<file path="src/rtl/multicycle_control_if.sv">
`default_nettype none
// +--------------------------------------------------------------------------+
// | multicycle_control_if : IR/flag/memory-handshake inputs and control      |
// | outputs of the multi-cycle MIPS sequencer.            Rev 1.0            |
// +--------------------------------------------------------------------------+
interface multicycle_control_if #(
   parameter int CNT_W = 32
);
   logic [31:0]      instr;
   logic             zero;
   logic             mem_ready;

   logic             PCWrite;
   logic             PCWriteCond;
   logic             BranchNe;
   logic             IorD;
   logic             MemRead;
   logic             MemWrite;
   logic             IRWrite;
   logic             MemToReg;
   logic             RegDst;
   logic             RegWrite;
   logic             Link;
   logic             Lui;
   logic             ALUSrcA;
   logic [1:0]       ALUSrcB;
   logic [2:0]       ALUop;
   logic [1:0]       PCSource;
   logic             halted;
   logic             bus_error;
   logic             illegal;
   logic [3:0]       state;
   logic [CNT_W-1:0] retired;

   modport master (
      input  instr, zero, mem_ready,
      output PCWrite, PCWriteCond, BranchNe, IorD, MemRead, MemWrite, IRWrite,
             MemToReg, RegDst, RegWrite, Link, Lui, ALUSrcA, ALUSrcB, ALUop,
             PCSource, halted, bus_error, illegal, state, retired
   );

   modport slave (
      output instr, zero, mem_ready,
      input  PCWrite, PCWriteCond, BranchNe, IorD, MemRead, MemWrite, IRWrite,
             MemToReg, RegDst, RegWrite, Link, Lui, ALUSrcA, ALUSrcB, ALUop,
             PCSource, halted, bus_error, illegal, state, retired
   );
endinterface
`default_nettype wire

</file>
<file path="src/rtl/multicycle_control.sv">
`default_nettype none
// +--------------------------------------------------------------------------+
// | multicycle_control : Moore sequencer for the multi-cycle MIPS datapath   |
// | with memory-wait watchdog, halt state and retired counter.  Rev 1.0      |
// +--------------------------------------------------------------------------+
module multicycle_control #(
   parameter int MEM_WAIT_MAX = 255,
   parameter int CNT_W        = 32
) (
   input  wire logic             clk,
   input  wire logic             reset_n,
   multicycle_control_if.master  bus
);
   localparam int c_WD_W = (MEM_WAIT_MAX > 1) ? $clog2(MEM_WAIT_MAX) : 1;

   localparam logic [5:0] c_OP_SPECIAL = 6'h00;
   localparam logic [5:0] c_OP_J       = 6'h02;
   localparam logic [5:0] c_OP_JAL     = 6'h03;
   localparam logic [5:0] c_OP_BEQ     = 6'h04;
   localparam logic [5:0] c_OP_BNE     = 6'h05;
   localparam logic [5:0] c_OP_ADDI    = 6'h08;
   localparam logic [5:0] c_OP_ADDIU   = 6'h09;
   localparam logic [5:0] c_OP_SLTIU   = 6'h0B;
   localparam logic [5:0] c_OP_ORI     = 6'h0D;
   localparam logic [5:0] c_OP_LUI     = 6'h0F;
   localparam logic [5:0] c_OP_LW      = 6'h23;
   localparam logic [5:0] c_OP_SW      = 6'h2B;

   localparam logic [5:0] c_FN_JR      = 6'h08;
   localparam logic [5:0] c_FN_SYSCALL = 6'h0C;
   localparam logic [5:0] c_FN_ADD     = 6'h20;
   localparam logic [5:0] c_FN_SUB     = 6'h22;
   localparam logic [5:0] c_FN_AND     = 6'h24;
   localparam logic [5:0] c_FN_OR      = 6'h25;
   localparam logic [5:0] c_FN_SLT     = 6'h2A;

   localparam logic [2:0] c_ALU_ADD = 3'b010;
   localparam logic [2:0] c_ALU_SUB = 3'b110;
   localparam logic [2:0] c_ALU_AND = 3'b000;
   localparam logic [2:0] c_ALU_OR  = 3'b001;
   localparam logic [2:0] c_ALU_SLT = 3'b111;

   typedef enum logic [3:0] {
      S_FETCH  = 4'd0,  S_DECODE = 4'd1,  S_MEMADR = 4'd2,  S_MEMRD = 4'd3,
      S_MEMWB  = 4'd4,  S_MEMWR  = 4'd5,  S_RTEXEC = 4'd6,  S_RTWB  = 4'd7,
      S_IEXEC  = 4'd8,  S_IWB    = 4'd9,  S_BRANCH = 4'd10, S_JUMP  = 4'd11,
      S_HALT   = 4'd12
   } state_t;

   typedef struct packed {
      logic       pc_write;
      logic       pc_write_cond;
      logic       branch_ne;
      logic       iord;
      logic       mem_read;
      logic       mem_write;
      logic       mem_to_reg;
      logic       reg_dst;
      logic       reg_write;
      logic       link;
      logic       lui;
      logic       alu_src_a;
      logic [1:0] alu_src_b;
      logic [2:0] alu_op;
      logic [1:0] pc_source;
      logic       halted;
   } ctl_t;

   state_t             r_state;
   ctl_t               r_ctl;
   logic [c_WD_W-1:0]  r_wd;
   logic               r_bus_error;
   logic               r_illegal;
   logic [CNT_W-1:0]   r_retired;

   state_t             w_next;
   ctl_t               w_ctl;
   logic               w_illegal_dec;
   logic               w_waiting;
   logic               w_wd_limit;
   logic               w_retire;
   logic               w_fetch_ack;
   logic [5:0]         w_op;
   logic [5:0]         w_fn;
   logic               w_is_jr;
   logic [2:0]         w_rt_aluop;
   logic [2:0]         w_i_aluop;
   logic               w_unused;

   assign w_op     = bus.instr[31:26];
   assign w_fn     = bus.instr[5:0];
   assign w_is_jr  = (w_op == c_OP_SPECIAL) && (w_fn == c_FN_JR);
   // zero is consumed by the datapath's PC-write gate, not by the sequencer
   assign w_unused = ^{bus.zero, bus.instr[25:6]};

   assign w_waiting  = ((r_state == S_FETCH) || (r_state == S_MEMRD) || (r_state == S_MEMWR))
                       && !bus.mem_ready;
   assign w_wd_limit = w_waiting && (r_wd == c_WD_W'(MEM_WAIT_MAX - 1));

   always_comb begin
      w_rt_aluop = c_ALU_ADD;
      case (w_fn)
         c_FN_SUB: w_rt_aluop = c_ALU_SUB;
         c_FN_AND: w_rt_aluop = c_ALU_AND;
         c_FN_OR:  w_rt_aluop = c_ALU_OR;
         c_FN_SLT: w_rt_aluop = c_ALU_SLT;
         default:  w_rt_aluop = c_ALU_ADD;
      endcase
      w_i_aluop = c_ALU_ADD;
      case (w_op)
         c_OP_ORI:   w_i_aluop = c_ALU_OR;
         c_OP_SLTIU: w_i_aluop = c_ALU_SLT;
         default:    w_i_aluop = c_ALU_ADD;
      endcase
   end

   always_comb begin
      w_next        = r_state;
      w_illegal_dec = 1'b0;
      case (r_state)
         S_FETCH: begin
            if (bus.mem_ready)   w_next = S_DECODE;
            else if (w_wd_limit) w_next = S_HALT;
         end
         S_DECODE: begin
            case (w_op)
               c_OP_LW, c_OP_SW: w_next = S_MEMADR;
               c_OP_SPECIAL: begin
                  case (w_fn)
                     c_FN_ADD, c_FN_SUB, c_FN_AND, c_FN_OR, c_FN_SLT: w_next = S_RTEXEC;
                     c_FN_JR:      w_next = S_JUMP;
                     c_FN_SYSCALL: w_next = S_HALT;
                     default: begin
                        w_next        = S_FETCH;
                        w_illegal_dec = 1'b1;
                     end
                  endcase
               end
               c_OP_ADDI, c_OP_ADDIU, c_OP_ORI, c_OP_SLTIU, c_OP_LUI: w_next = S_IEXEC;
               c_OP_BEQ, c_OP_BNE: w_next = S_BRANCH;
               c_OP_J, c_OP_JAL:   w_next = S_JUMP;
               default: begin
                  w_next        = S_FETCH;
                  w_illegal_dec = 1'b1;
               end
            endcase
         end
         S_MEMADR: w_next = (w_op == c_OP_SW) ? S_MEMWR : S_MEMRD;
         S_MEMRD: begin
            if (bus.mem_ready)   w_next = S_MEMWB;
            else if (w_wd_limit) w_next = S_HALT;
         end
         S_MEMWB:  w_next = S_FETCH;
         S_MEMWR: begin
            if (bus.mem_ready)   w_next = S_FETCH;
            else if (w_wd_limit) w_next = S_HALT;
         end
         S_RTEXEC: w_next = S_RTWB;
         S_RTWB:   w_next = S_FETCH;
         S_IEXEC:  w_next = S_IWB;
         S_IWB:    w_next = S_FETCH;
         S_BRANCH: w_next = S_FETCH;
         S_JUMP:   w_next = S_FETCH;
         S_HALT:   w_next = S_HALT;
         default:  w_next = S_FETCH;
      endcase
   end

   assign w_retire = ((w_next == S_FETCH) &&
                      ((r_state == S_MEMWB) || (r_state == S_MEMWR) || (r_state == S_RTWB) ||
                       (r_state == S_IWB)   || (r_state == S_BRANCH) || (r_state == S_JUMP)))
                     || ((r_state == S_DECODE) && (w_next == S_HALT));

   // Outputs are decoded from the next state so they appear registered in that state.
   always_comb begin
      w_ctl = '0;
      case (w_next)
         S_FETCH: begin
            w_ctl.mem_read  = 1'b1;
            w_ctl.alu_src_b = 2'b01;
            w_ctl.alu_op    = c_ALU_ADD;
         end
         S_DECODE: begin
            w_ctl.alu_src_b = 2'b11;
            w_ctl.alu_op    = c_ALU_ADD;
         end
         S_MEMADR: begin
            w_ctl.alu_src_a = 1'b1;
            w_ctl.alu_src_b = 2'b10;
            w_ctl.alu_op    = c_ALU_ADD;
         end
         S_MEMRD: begin
            w_ctl.mem_read = 1'b1;
            w_ctl.iord     = 1'b1;
         end
         S_MEMWB: begin
            w_ctl.reg_write  = 1'b1;
            w_ctl.mem_to_reg = 1'b1;
         end
         S_MEMWR: begin
            w_ctl.mem_write = 1'b1;
            w_ctl.iord      = 1'b1;
         end
         S_RTEXEC: begin
            w_ctl.alu_src_a = 1'b1;
            w_ctl.alu_op    = w_rt_aluop;
         end
         S_RTWB: begin
            w_ctl.reg_write = 1'b1;
            w_ctl.reg_dst   = 1'b1;
         end
         S_IEXEC: begin
            w_ctl.alu_src_a = 1'b1;
            w_ctl.alu_src_b = 2'b10;
            w_ctl.alu_op    = w_i_aluop;
            w_ctl.lui       = (w_op == c_OP_LUI);
         end
         S_IWB: begin
            w_ctl.reg_write = 1'b1;
            w_ctl.lui       = (w_op == c_OP_LUI);
         end
         S_BRANCH: begin
            w_ctl.alu_src_a     = 1'b1;
            w_ctl.alu_op        = c_ALU_SUB;
            w_ctl.pc_write_cond = 1'b1;
            w_ctl.pc_source     = 2'b01;
            w_ctl.branch_ne     = (w_op == c_OP_BNE);
         end
         S_JUMP: begin
            w_ctl.pc_write  = 1'b1;
            w_ctl.pc_source = w_is_jr ? 2'b11 : 2'b10;
            w_ctl.reg_write = (w_op == c_OP_JAL);
            w_ctl.link      = (w_op == c_OP_JAL);
         end
         S_HALT:  w_ctl.halted = 1'b1;
         default: w_ctl = '0;
      endcase
   end

   always_ff @(posedge clk or negedge reset_n) begin
      if (!reset_n) begin
         r_state           <= S_FETCH;
         r_ctl             <= '0;
         r_ctl.mem_read    <= 1'b1;
         r_ctl.alu_src_b   <= 2'b01;
         r_ctl.alu_op      <= c_ALU_ADD;
         r_wd              <= '0;
         r_bus_error       <= 1'b0;
         r_illegal         <= 1'b0;
         r_retired         <= '0;
      end else begin
         r_state     <= w_next;
         r_ctl       <= w_ctl;
         r_wd        <= (w_waiting && !w_wd_limit) ? r_wd + c_WD_W'(1) : '0;
         r_bus_error <= r_bus_error | w_wd_limit;
         r_illegal   <= w_illegal_dec;
         if (w_retire) r_retired <= r_retired + CNT_W'(1);
      end
   end

   // IR/PC load in FETCH follows mem_ready in the same cycle.
   assign w_fetch_ack     = (r_state == S_FETCH) && bus.mem_ready;
   assign bus.IRWrite     = w_fetch_ack;
   assign bus.PCWrite     = r_ctl.pc_write | w_fetch_ack;
   assign bus.PCWriteCond = r_ctl.pc_write_cond;
   assign bus.BranchNe    = r_ctl.branch_ne;
   assign bus.IorD        = r_ctl.iord;
   assign bus.MemRead     = r_ctl.mem_read;
   assign bus.MemWrite    = r_ctl.mem_write;
   assign bus.MemToReg    = r_ctl.mem_to_reg;
   assign bus.RegDst      = r_ctl.reg_dst;
   assign bus.RegWrite    = r_ctl.reg_write;
   assign bus.Link        = r_ctl.link;
   assign bus.Lui         = r_ctl.lui;
   assign bus.ALUSrcA     = r_ctl.alu_src_a;
   assign bus.ALUSrcB     = r_ctl.alu_src_b;
   assign bus.ALUop       = r_ctl.alu_op;
   assign bus.PCSource    = r_ctl.pc_source;
   assign bus.halted      = r_ctl.halted;
   assign bus.bus_error   = r_bus_error;
   assign bus.illegal     = r_illegal;
   assign bus.state       = r_state;
   assign bus.retired     = r_retired;
endmodule
`default_nettype wire

</file>
<file path="src/flat_wrapper.sv">
// flat-port wrapper written by rule: the top's interface ports become plain ports
module multicycle_control_flat 
#(
   parameter int MEM_WAIT_MAX = 255,
   parameter int CNT_W        = 32
)
  (clk, reset_n, bus_instr, bus_zero, bus_mem_ready, bus_PCWrite, bus_PCWriteCond, bus_BranchNe, bus_IorD, bus_MemRead, bus_MemWrite, bus_IRWrite, bus_MemToReg, bus_RegDst, bus_RegWrite, bus_Link, bus_Lui, bus_ALUSrcA, bus_ALUSrcB, bus_ALUop, bus_PCSource, bus_halted, bus_bus_error, bus_illegal, bus_state, bus_retired);
  multicycle_control_if #(.CNT_W(CNT_W)) bus_i ();
  input  wire logic clk;
  input  wire logic reset_n;
  input wire logic [$bits(bus_i.instr)-1:0] bus_instr;
  input wire logic [$bits(bus_i.zero)-1:0] bus_zero;
  input wire logic [$bits(bus_i.mem_ready)-1:0] bus_mem_ready;
  output wire logic [$bits(bus_i.PCWrite)-1:0] bus_PCWrite;
  output wire logic [$bits(bus_i.PCWriteCond)-1:0] bus_PCWriteCond;
  output wire logic [$bits(bus_i.BranchNe)-1:0] bus_BranchNe;
  output wire logic [$bits(bus_i.IorD)-1:0] bus_IorD;
  output wire logic [$bits(bus_i.MemRead)-1:0] bus_MemRead;
  output wire logic [$bits(bus_i.MemWrite)-1:0] bus_MemWrite;
  output wire logic [$bits(bus_i.IRWrite)-1:0] bus_IRWrite;
  output wire logic [$bits(bus_i.MemToReg)-1:0] bus_MemToReg;
  output wire logic [$bits(bus_i.RegDst)-1:0] bus_RegDst;
  output wire logic [$bits(bus_i.RegWrite)-1:0] bus_RegWrite;
  output wire logic [$bits(bus_i.Link)-1:0] bus_Link;
  output wire logic [$bits(bus_i.Lui)-1:0] bus_Lui;
  output wire logic [$bits(bus_i.ALUSrcA)-1:0] bus_ALUSrcA;
  output wire logic [$bits(bus_i.ALUSrcB)-1:0] bus_ALUSrcB;
  output wire logic [$bits(bus_i.ALUop)-1:0] bus_ALUop;
  output wire logic [$bits(bus_i.PCSource)-1:0] bus_PCSource;
  output wire logic [$bits(bus_i.halted)-1:0] bus_halted;
  output wire logic [$bits(bus_i.bus_error)-1:0] bus_bus_error;
  output wire logic [$bits(bus_i.illegal)-1:0] bus_illegal;
  output wire logic [$bits(bus_i.state)-1:0] bus_state;
  output wire logic [$bits(bus_i.retired)-1:0] bus_retired;
  assign bus_i.instr = bus_instr;
  assign bus_i.zero = bus_zero;
  assign bus_i.mem_ready = bus_mem_ready;
  assign bus_PCWrite = bus_i.PCWrite;
  assign bus_PCWriteCond = bus_i.PCWriteCond;
  assign bus_BranchNe = bus_i.BranchNe;
  assign bus_IorD = bus_i.IorD;
  assign bus_MemRead = bus_i.MemRead;
  assign bus_MemWrite = bus_i.MemWrite;
  assign bus_IRWrite = bus_i.IRWrite;
  assign bus_MemToReg = bus_i.MemToReg;
  assign bus_RegDst = bus_i.RegDst;
  assign bus_RegWrite = bus_i.RegWrite;
  assign bus_Link = bus_i.Link;
  assign bus_Lui = bus_i.Lui;
  assign bus_ALUSrcA = bus_i.ALUSrcA;
  assign bus_ALUSrcB = bus_i.ALUSrcB;
  assign bus_ALUop = bus_i.ALUop;
  assign bus_PCSource = bus_i.PCSource;
  assign bus_halted = bus_i.halted;
  assign bus_bus_error = bus_i.bus_error;
  assign bus_illegal = bus_i.illegal;
  assign bus_state = bus_i.state;
  assign bus_retired = bus_i.retired;
  multicycle_control #(.MEM_WAIT_MAX(MEM_WAIT_MAX), .CNT_W(CNT_W)) u_core (.clk(clk), .reset_n(reset_n), .bus(bus_i));
endmodule
</file>
<file path="config.mk">
export PLATFORM = sky130hd
export DESIGN_NAME = multicycle_control_flat
export DESIGN_NICKNAME = d
export VERILOG_FILES = /design/src/rtl/multicycle_control_if.sv /design/src/rtl/multicycle_control.sv /design/src/flat_wrapper.sv
export SDC_FILE = /design/constraint.sdc
export NUM_CORES = 1
export LEC_CHECK = 0
export ABC_CLOCK_PERIOD_IN_PS = 5800
export BUFFER_PORTS_ARGS = -buffer_cell sky130_fd_sc_hd__buf_4
export CORE_MARGIN = 4
export CORE_UTILIZATION = 45
export DETAILED_ROUTE_END_ITERATION = 10
export HOLD_SLACK_MARGIN = 0.1
export PLACE_DENSITY = 0.67
export SYNTH_ARGS = -nofsm -noshare
export SYNTH_HDL_FRONTEND = slang
export SYNTH_SLANG_ARGS = --single-unit
</file>
<file path="constraint.sdc">
create_clock -name clk -period 5.8 [get_ports clk]
set_clock_uncertainty 0.2 [all_clocks]
set_input_delay 1.74 -clock clk [delete_from_list [all_inputs] [get_ports clk]]
set_output_delay 1.74 -clock clk [all_outputs]
set_load 0.03 [all_outputs]
</file>
# After elaboration in Yosys (flattened, before gate mapping)
# Cells that the tools add are included.
# word_totals
word_cells,132
register_bits,66
out_inout_bits,59
# op_classes
reduce_logical,34
bitwise,2
add_sub_neg,2
mux,30
n_eq_ne,43
# ops
op,count
$eq 6x4->1 const B,7
$eq 6x6->1 const B,7
$eq 4x4->1 const B,10
$add 32x1->32 const B,1
$eq 4x3->1 const B,8
$pmux 4 s8,1
$pmux 3 s4,2
$pmux 4 s5,1
$eq 4x2->1 const B,4
$mux 4,4
$reduce_or 2->1,7
$mux 1,13
$eq 6x2->1 const B,2
$eq 6x3->1 const B,2
$pmux 4 s3,1
$reduce_or 11->1,1
$reduce_or 5->1,2
$add 8x1->8 const B,1
$eq 4x1->1 const B,2
$eq 8x8->1 const B,1
$logic_not 4->1,2
$logic_or 1x1->1,8
$mux 8,1
$logic_and 1x1->1,7
12 further kinds,16

# Longest topological paths before layout
# Gate-level depths: netlist (run 1).
# logic_depth
ltp_word,11
ltp_mapped,10
depth_no_buf,9

# Worst setup path before layout (run 1)
# Ideal clock, no wire load.
# synth_path
path_kind,input to output
start,in bus_mem_ready
end,out bus_PCWrite
path_buffers,0
path_stages,2
arrival_time_ps,2375
setup_slack_ps,1485
path_cell_list,and3_1 > or2_2
# synth_via
elab_chain_len,2
# synth_rtl
item,line_no,rtl
from (decl),flat_wrapper.sv:13,input wire logic [$bits(bus_i.mem_ready)-1:0] bus_mem_ready;
$logic_and 1x1->1,multicycle_control.sv:262,assign w_fetch_ack = (r_state == S_FETCH) && bus.mem_ready;
$or 1x1->1,multicycle_control.sv:264,assign bus.PCWrite = r_ctl.pc_write | w_fetch_ack;
to (decl),flat_wrapper.sv:14,output wire logic [$bits(bus_i.PCWrite)-1:0] bus_PCWrite;
# No other way between the ends.

# Final worst setup path (run 1)
# Same ends and word-level chain as after synthesis.

==> out/qor.yml, run 1 <==
status:
  status: "finished, final reports clean"
run:
  drv_cap: 0
cells_and_area:
  area_growth_pct: 24.52
  layout_commonest_cell: "buf_4"
  layout-drive-gt1-share_pct: 27.45
  final_nets: 442
  final_cell_mix: "buf_4 (74), dfrtp_1 (62), nor2_1 (29)"
  diodes: 0
  multi_input_area_mm2: 0.001658
  fill_cells: 652
  regArea_mm2: 0.001630
clock_tree:
  clkLatencyLatePin_ps: 340
  cts_root_buf: "clkbuf_8"
  cts_tree: "yes"
  cts.reportedPaths.clkPinSlew_ps: 70
  post_cts_resized: 0
  cts_made_buffers: 9
  hold_buffers: 0
  clock-sinks: 65
  clockBufferDepth: 2
  post-cts-setup-buffer-count: 0
  h-tree-depth: 3
pwr:
  ir_worst_vdd_uv: 170.9
  leakage_nw: 1.900
  p_switching_w: 0.0007237
  pwr_density_cell_mw_per_mm2: 421.5
  seqPwrFrac_pct: 34.1
  fin_total_pwr_w: 0.001794
  switching_share_pct: 40.33
  pwr-share-comb_pct: 38.9
  power_frac_clock_pct: 27.0
  p_int_w: 0.001071
grt:
  grt_pass1_wl_um: 12680
  antenna_found_initial: 0
  grt_pass1_vias: 2636
  grt_max_degree: 66
  globalRouteOverflowTotal: 0
  track_usage_pct: 18.08
floorplanning:
  die_area_mm2: 0.009054
  io_pins: 95
  fp.dieH_um: 95.16
  initial_core_util_pct: 46.63
  rows: 31
  core_mm2: 0.007331
  die_x_um: 95.16
drt:
  ant_nets: 0
  routed_via_density: 5.533
  dr_total_vias: 2805
  drc_errors: 0
  firstDrtPassIters: 5
  post_drt_wl_per_cell_um: 15.48
  routed_wl_um: 7848
  drt_iter0_markers: 88
yosys:
  ys_ff_latch: 65
  synth_cell_types: 61
  synthesis.area_mm2: 0.003418
  synth_top_area_share_pct: 45.39
  avgSynthCellArea_um2: 10.27
  synth_ff_type: "dfrtp_1"
  ys_warn_count: 0
  seq_area_frac_synth_pct: 47.69
  synth_edf_count: 0
  syn_nets: 372
  syn-instance-count: 333
  synth_top_cell_by_area: "dfrtp_1"
  synth-async-reset-ratio_pct: 100.0
  yosys-top-cells-area: "dfrtp_1 (45%), xnor2_1 (7.2%), xor2_1 (3.6%)"
timing:
  final_max_slew_viol_count: 0
  fin_crit_ps: 4418
  hold_viol_final: 0
  clock.fmax_mhz: 226.3
  finalSetupTns_ps: 0
  grt_setup_unrepaired: "false"
  tightest_slew_ps: 988.9
  max_slew_margin_pct: 34.07
  setup_viol: 0
  hold_ws_ps: 282.2
  period_share_pct: 76.18
hold_path:
  hold_class: "flop to flop"
worst_setup_path:
  required_ps: 3860
  start_kind: "input port"
  critical_path_class: "input port to primary output"
  critPathCaptureType: "primary output"
  cp_max_fo: 7
  cp.arrival_ps: 2480
placed_design:
  io_buffer_count: 73
  routabilityCongestion: 0.8767
  hpwl_um: 5584
[logic make-up (layout without fill, tap and decap cells)]
| kind of cell | count (synthesis) | in the layout | synth area share, % |
|---|---|---|---|
| mux | 4 | 4 | 1.318 |
| simple gates | 156 | 156 | 25.77 |
| flops | 65 | 65 | 47.69 |
| compound gates | 38 | 38 | 9.553 |
| fa+ha+maj | 3 | 3 | 1.098 |
| xor+xnor | 42 | 42 | 10.76 |
| buf+inv | 25 | 100 | 3.807 |
[path summary, 6_finish.rpt]
kind	to	cells past startpoint	from	slack (ps)
worst max-delay path	bus_PCWrite	4	bus_mem_ready	1380
worst min-delay path	u_core.bus.retired[31]	1	u_core.bus.retired[31]	280
worst max register to register	u_core.bus.retired[24]	8	u_core.bus.state[2]	2410
worst min register to register	u_core.bus.retired[31]	1	u_core.bus.retired[31]	280
max in group asynchronous	u_core.bus.ALUSrcA	1	reset_n	3600
min in group asynchronous	u_core.bus.retired[18]	1	reset_n	1290
[power by group through the flow]
stage	Combinational (W)	Clock, W	Sequential (W)
5_1_grt	0.000763	0.000511	0.000625
3_5_place_dp	0.000700	0	0.000620
6_report	0.000698	0.000484	0.000612
2_1_floorplan	0.000419	0	0.000704
4_1_cts	0.000704	0.000490	0.000612
3_3_place_gp	0.000694	0	0.000619
[routing by layer]
layer  GRT usage [%]  routed length, um  up-vias
met5               0                  0        -
met4           8.774                199        0
met3           3.157                391       17
met2           30.15               3943       70
met1           22.61               3313     1390
li1                -                  -     1328
[Yosys cell counts (all sizes together) (5+ instances only)]
master / count
clkbuf: 8
nand2b: 5
nand4: 18
nand3: 22
xor2: 14
inv: 10
and3: 8
nand2: 24
dfrtp: 62
nor3: 16
xnor2: 28
a21oi: 7
nor4: 5
buf: 7
nor2: 29
[worst max-delay path, cell delays in order]
cell and delay [ps]:
buf_4 130, and3_1 160, or2_2 270, buf_4 170
[state kept, by name (all words and copies together), names as in the netlist, 2 cells and up]
name,cells
u_core.bus.retired,32
u_core.r_wd,8
u_core.bus.state,4
u_core.bus.ALUop,3
u_core.bus.ALUSrcB,2
u_core.bus.PCSource,2
[per-stage QoR]
step / std cells / setup slack [ps] / cell area [um^2] / util [%]
3_5_place_dp: 491 / 1354 / 4005 / 54.63
6_report: 507 / 1382 / 4257 / 58.06
2_1_floorplan: 333 / 1485 / 3418 / -
5_1_grt: 507 / 1355 / 4257 / 58.06
3_3_place_gp: 491 / 1383 / 4005 / 54.63
4_1_cts: 507 / 1379 / 4257 / 58.06
[area by class of cell]
| cell class | instances | area share [%] |
|---|---|---|
| timing repair buffer | 74 | 13.05 |
| clock buffer | 10 | 3.233 |
| clock inverter | 6 | 2.675 |
| inverter | 10 | 0.8818 |
| tap | 99 | 2.910 |
| multi-input combinational | 243 | 38.95 |
| sequential | 65 | 38.30 |
Note: power is estimated with default switching activity, not from simulation.
==> run 2: changes to the inputs <==
Settings changed: ABC_AREA set to 1, ABC_CLOCK_PERIOD_IN_PS 5800 to 4380, PLACE_DENSITY 0.67 to 0.66.
Clock period 5.8 ns to 4.38 ns, I/O delays scaled along.
==> out/qor.yml, run 2 <==
cells_and_area:
  layout-drive-gt1-share_pct: 18.93
  stdcell_count: 723
  fill_cells: 817
  largest_register_ffs: 32
  multi_input_area_mm2: 0.002021
  layout_commonest_cell: "nand2_1"
  area_growth_pct: 20.63
  final_cell_mix: "nand2_1 (171), buf_4 (74), dfrtp_1 (62)"
  diodes: 0
  final_nets: 652
  regArea_mm2: 0.001630
  final_core_util_pct: 56.65
  design_area_mm2: 0.004748
clock_tree:
  cts_made_buffers: 9
  hold_buffers: 0
  clkLatencyLatePin_ps: 340
  cts_tree: "yes"
  clockBufferDepth: 2
  clock-sinks: 65
  cts_root_buf: "clkbuf_8"
  h-tree-depth: 3
  post-cts-setup-buffer-count: 0
  post_cts_resized: 0
  cts.reportedPaths.clkPinSlew_ps: 70
yosys:
  synth_top_cell_by_area: "dfrtp_1"
  synthesis.area_mm2: 0.003936
  synth_cell_types: 31
  synth_common_cells: "nand2_1 (171), dfrtp_1 (62), nor2_1 (60)"
  seq_area_frac_synth_pct: 41.42
  ys_ff_latch: 65
  synth-async-reset-ratio_pct: 100.0
  avgSynthCellArea_um2: 7.330
  yosysMostFrequentCell: "nand2_1"
  synth_top_area_share_pct: 39.42
  ys_warn_count: 0
  yosys-top-cells-area: "dfrtp_1 (39%), nand2_1 (16%), nand3_1 (7.4%)"
  syn-instance-count: 537
  synth_edf_count: 0
  synth_ff_type: "dfrtp_1"
  syn_nets: 576
pwr:
  leakage_nw: 2.541
  seqPwrFrac_pct: 36.1
  p_switching_w: 0.0008754
  fin_total_pwr_w: 0.002088
  pwr_density_cell_mw_per_mm2: 439.7
  switching_share_pct: 41.92
  p_int_w: 0.001213
  power_frac_clock_pct: 24.1
  ir_worst_vdd_uv: 324.1
  pwr-share-comb_pct: 39.9
worst_setup_path:
  critPathCaptureType: "primary output"
  r2r-start: "u_core.bus.state[0]"
  slowest_stage: "or2_2"
  rr_endpoint: "u_core.bus.retired[19]"
  required_ps: 2870
  path_cells: "buf_4, inv_1, nor2_1, or2_2, buf_4"
  critPathMaxStageDelay_ps: 290
  cp.arrival_ps: 2170
  cp_max_fo: 7
  ff2ff_path_depth: 13
  path_common_cell: "buf_4"
  start_kind: "input port"
  critical_path_class: "input port to primary output"
  r2r_setup_slack_ps: 1810
grt:
  track_usage_pct: 19.71
  grt_max_degree: 66
  globalRouteOverflowTotal: 0
  antenna_found_initial: 0
  grt_pass1_wl_um: 16330
  grt_pass1_vias: 3545
floorplanning:
  io_pins: 95
  core_mm2: 0.008382
  die_x_um: 101.5
  rows: 33
  fp.dieH_um: 101.5
  die_area_mm2: 0.01031
  initial_core_util_pct: 46.96
timing:
  fin_crit_ps: 3682
  clock.fmax_mhz: 271.6
  period_share_pct: 84.07
  hold_viol_final: 0
  final_max_slew_viol_count: 0
  setup_viol: 0
  grt_setup_unrepaired: "false"
  finalSetupTns_ps: 0
  max_slew_margin_pct: 45.92
  tightest_slew_ps: 811.3
hold_path:
  holdPathStages: 2
  hold_start: "u_core.bus.bus_error"
  whs_endpoint: "u_core.bus.bus_error"
  hold_class: "flop to flop"
drt:
  routed_via_density: 5.126
  routed_wl_um: 9885
  firstDrtPassIters: 4
  ant_nets: 0
  drt_iter0_markers: 150
  post_drt_wl_per_cell_um: 13.67
  drc_errors: 0
  dr_total_vias: 3706
status:
  status: "finished, final reports clean"
placed_design:
  hpwl_um: 7382
  io_buffer_count: 73
  dp.cells: 707
  placed_cell_area_mm2: 0.004559
  routabilityCongestion: 0.9102
run:
  drv_cap: 0
run 2: changes by cell type after synthesis, moves of 6 or more:
cell and delta:
nand2_1 +147, inv_1 +44, nand3_1 +36, nor2_1 +31, xnor2_1 -18, nand4_1 -9
clkbuf_1 -8, nor3_1 +8, xor2_1 +8, and3_1 -6
run 2: power by group through the flow:
stage	Sequential, W	Clock, W	Combinational, W
after floorplan	0.000881	0	0.000478
final	0.000753	0.000502	0.000832
after detailed placement	0.000762	0	0.000837
after global placement	0.000764	0	0.000826
after CTS	0.000754	0.000515	0.000841
after global routing	0.000762	0.000535	0.000913
run 2: worst max-delay path by stage:
stage / start / endpoint / slack (ps) / cells after the start
global placement: bus_mem_ready / bus_PCWrite / 710 / 5
floorplan: bus_mem_ready / bus_PCWrite / 620 / 3
global route: bus_mem_ready / bus_PCWrite / 650 / 5
detailed placement: bus_mem_ready / bus_PCWrite / 700 / 5
finish: bus_mem_ready / bus_PCWrite / 700 / 5
CTS: bus_mem_ready / bus_PCWrite / 690 / 5
run 2: cell families after synthesis:
group / after synthesis / synth area share, %
simple gates: 354 / 41.13
fa+ha+maj: 3 / 0.9537
buf+inv: 68 / 7.247
flops: 65 / 41.42
xor+xnor: 32 / 7.120
compound gates: 15 / 2.129
run 2: cell type report:
| class | instances | share of cell area (%) |
|---|---|---|
| clock inverters | 3 | 0.8432 |
| inverters | 59 | 4.664 |
| repair buffers | 74 | 11.70 |
| clock buffers | 13 | 3.136 |
| flip-flops and latches | 65 | 34.33 |
| well taps | 105 | 2.767 |
| multi-input cells | 404 | 42.56 |
run 2: worst max-delay path: cells and delay by family:
kind	cells	cell delay [ps]
buffers and inverters	3	430
AND/OR/NAND/NOR	2	420
run 2: per-layer routing:
layer  up-vias  wire (um)  GRT usage, %
met3        10        517         4.339
met2        97       5049         35.97
met4         0        108         4.090
met1      1735       4209         23.78
li1       1864          -             -
met5         -          0             0
run 2: per-stage QoR:
step                      worst slack, ps  hold slack [ps]
after CTS                           690.9            279.1
after detailed placement            697.1            261.5
after global placement              710.7            252.8
after floorplan                     624.4            254.7
final                               697.8            275.7
after global routing                652.4            320.7
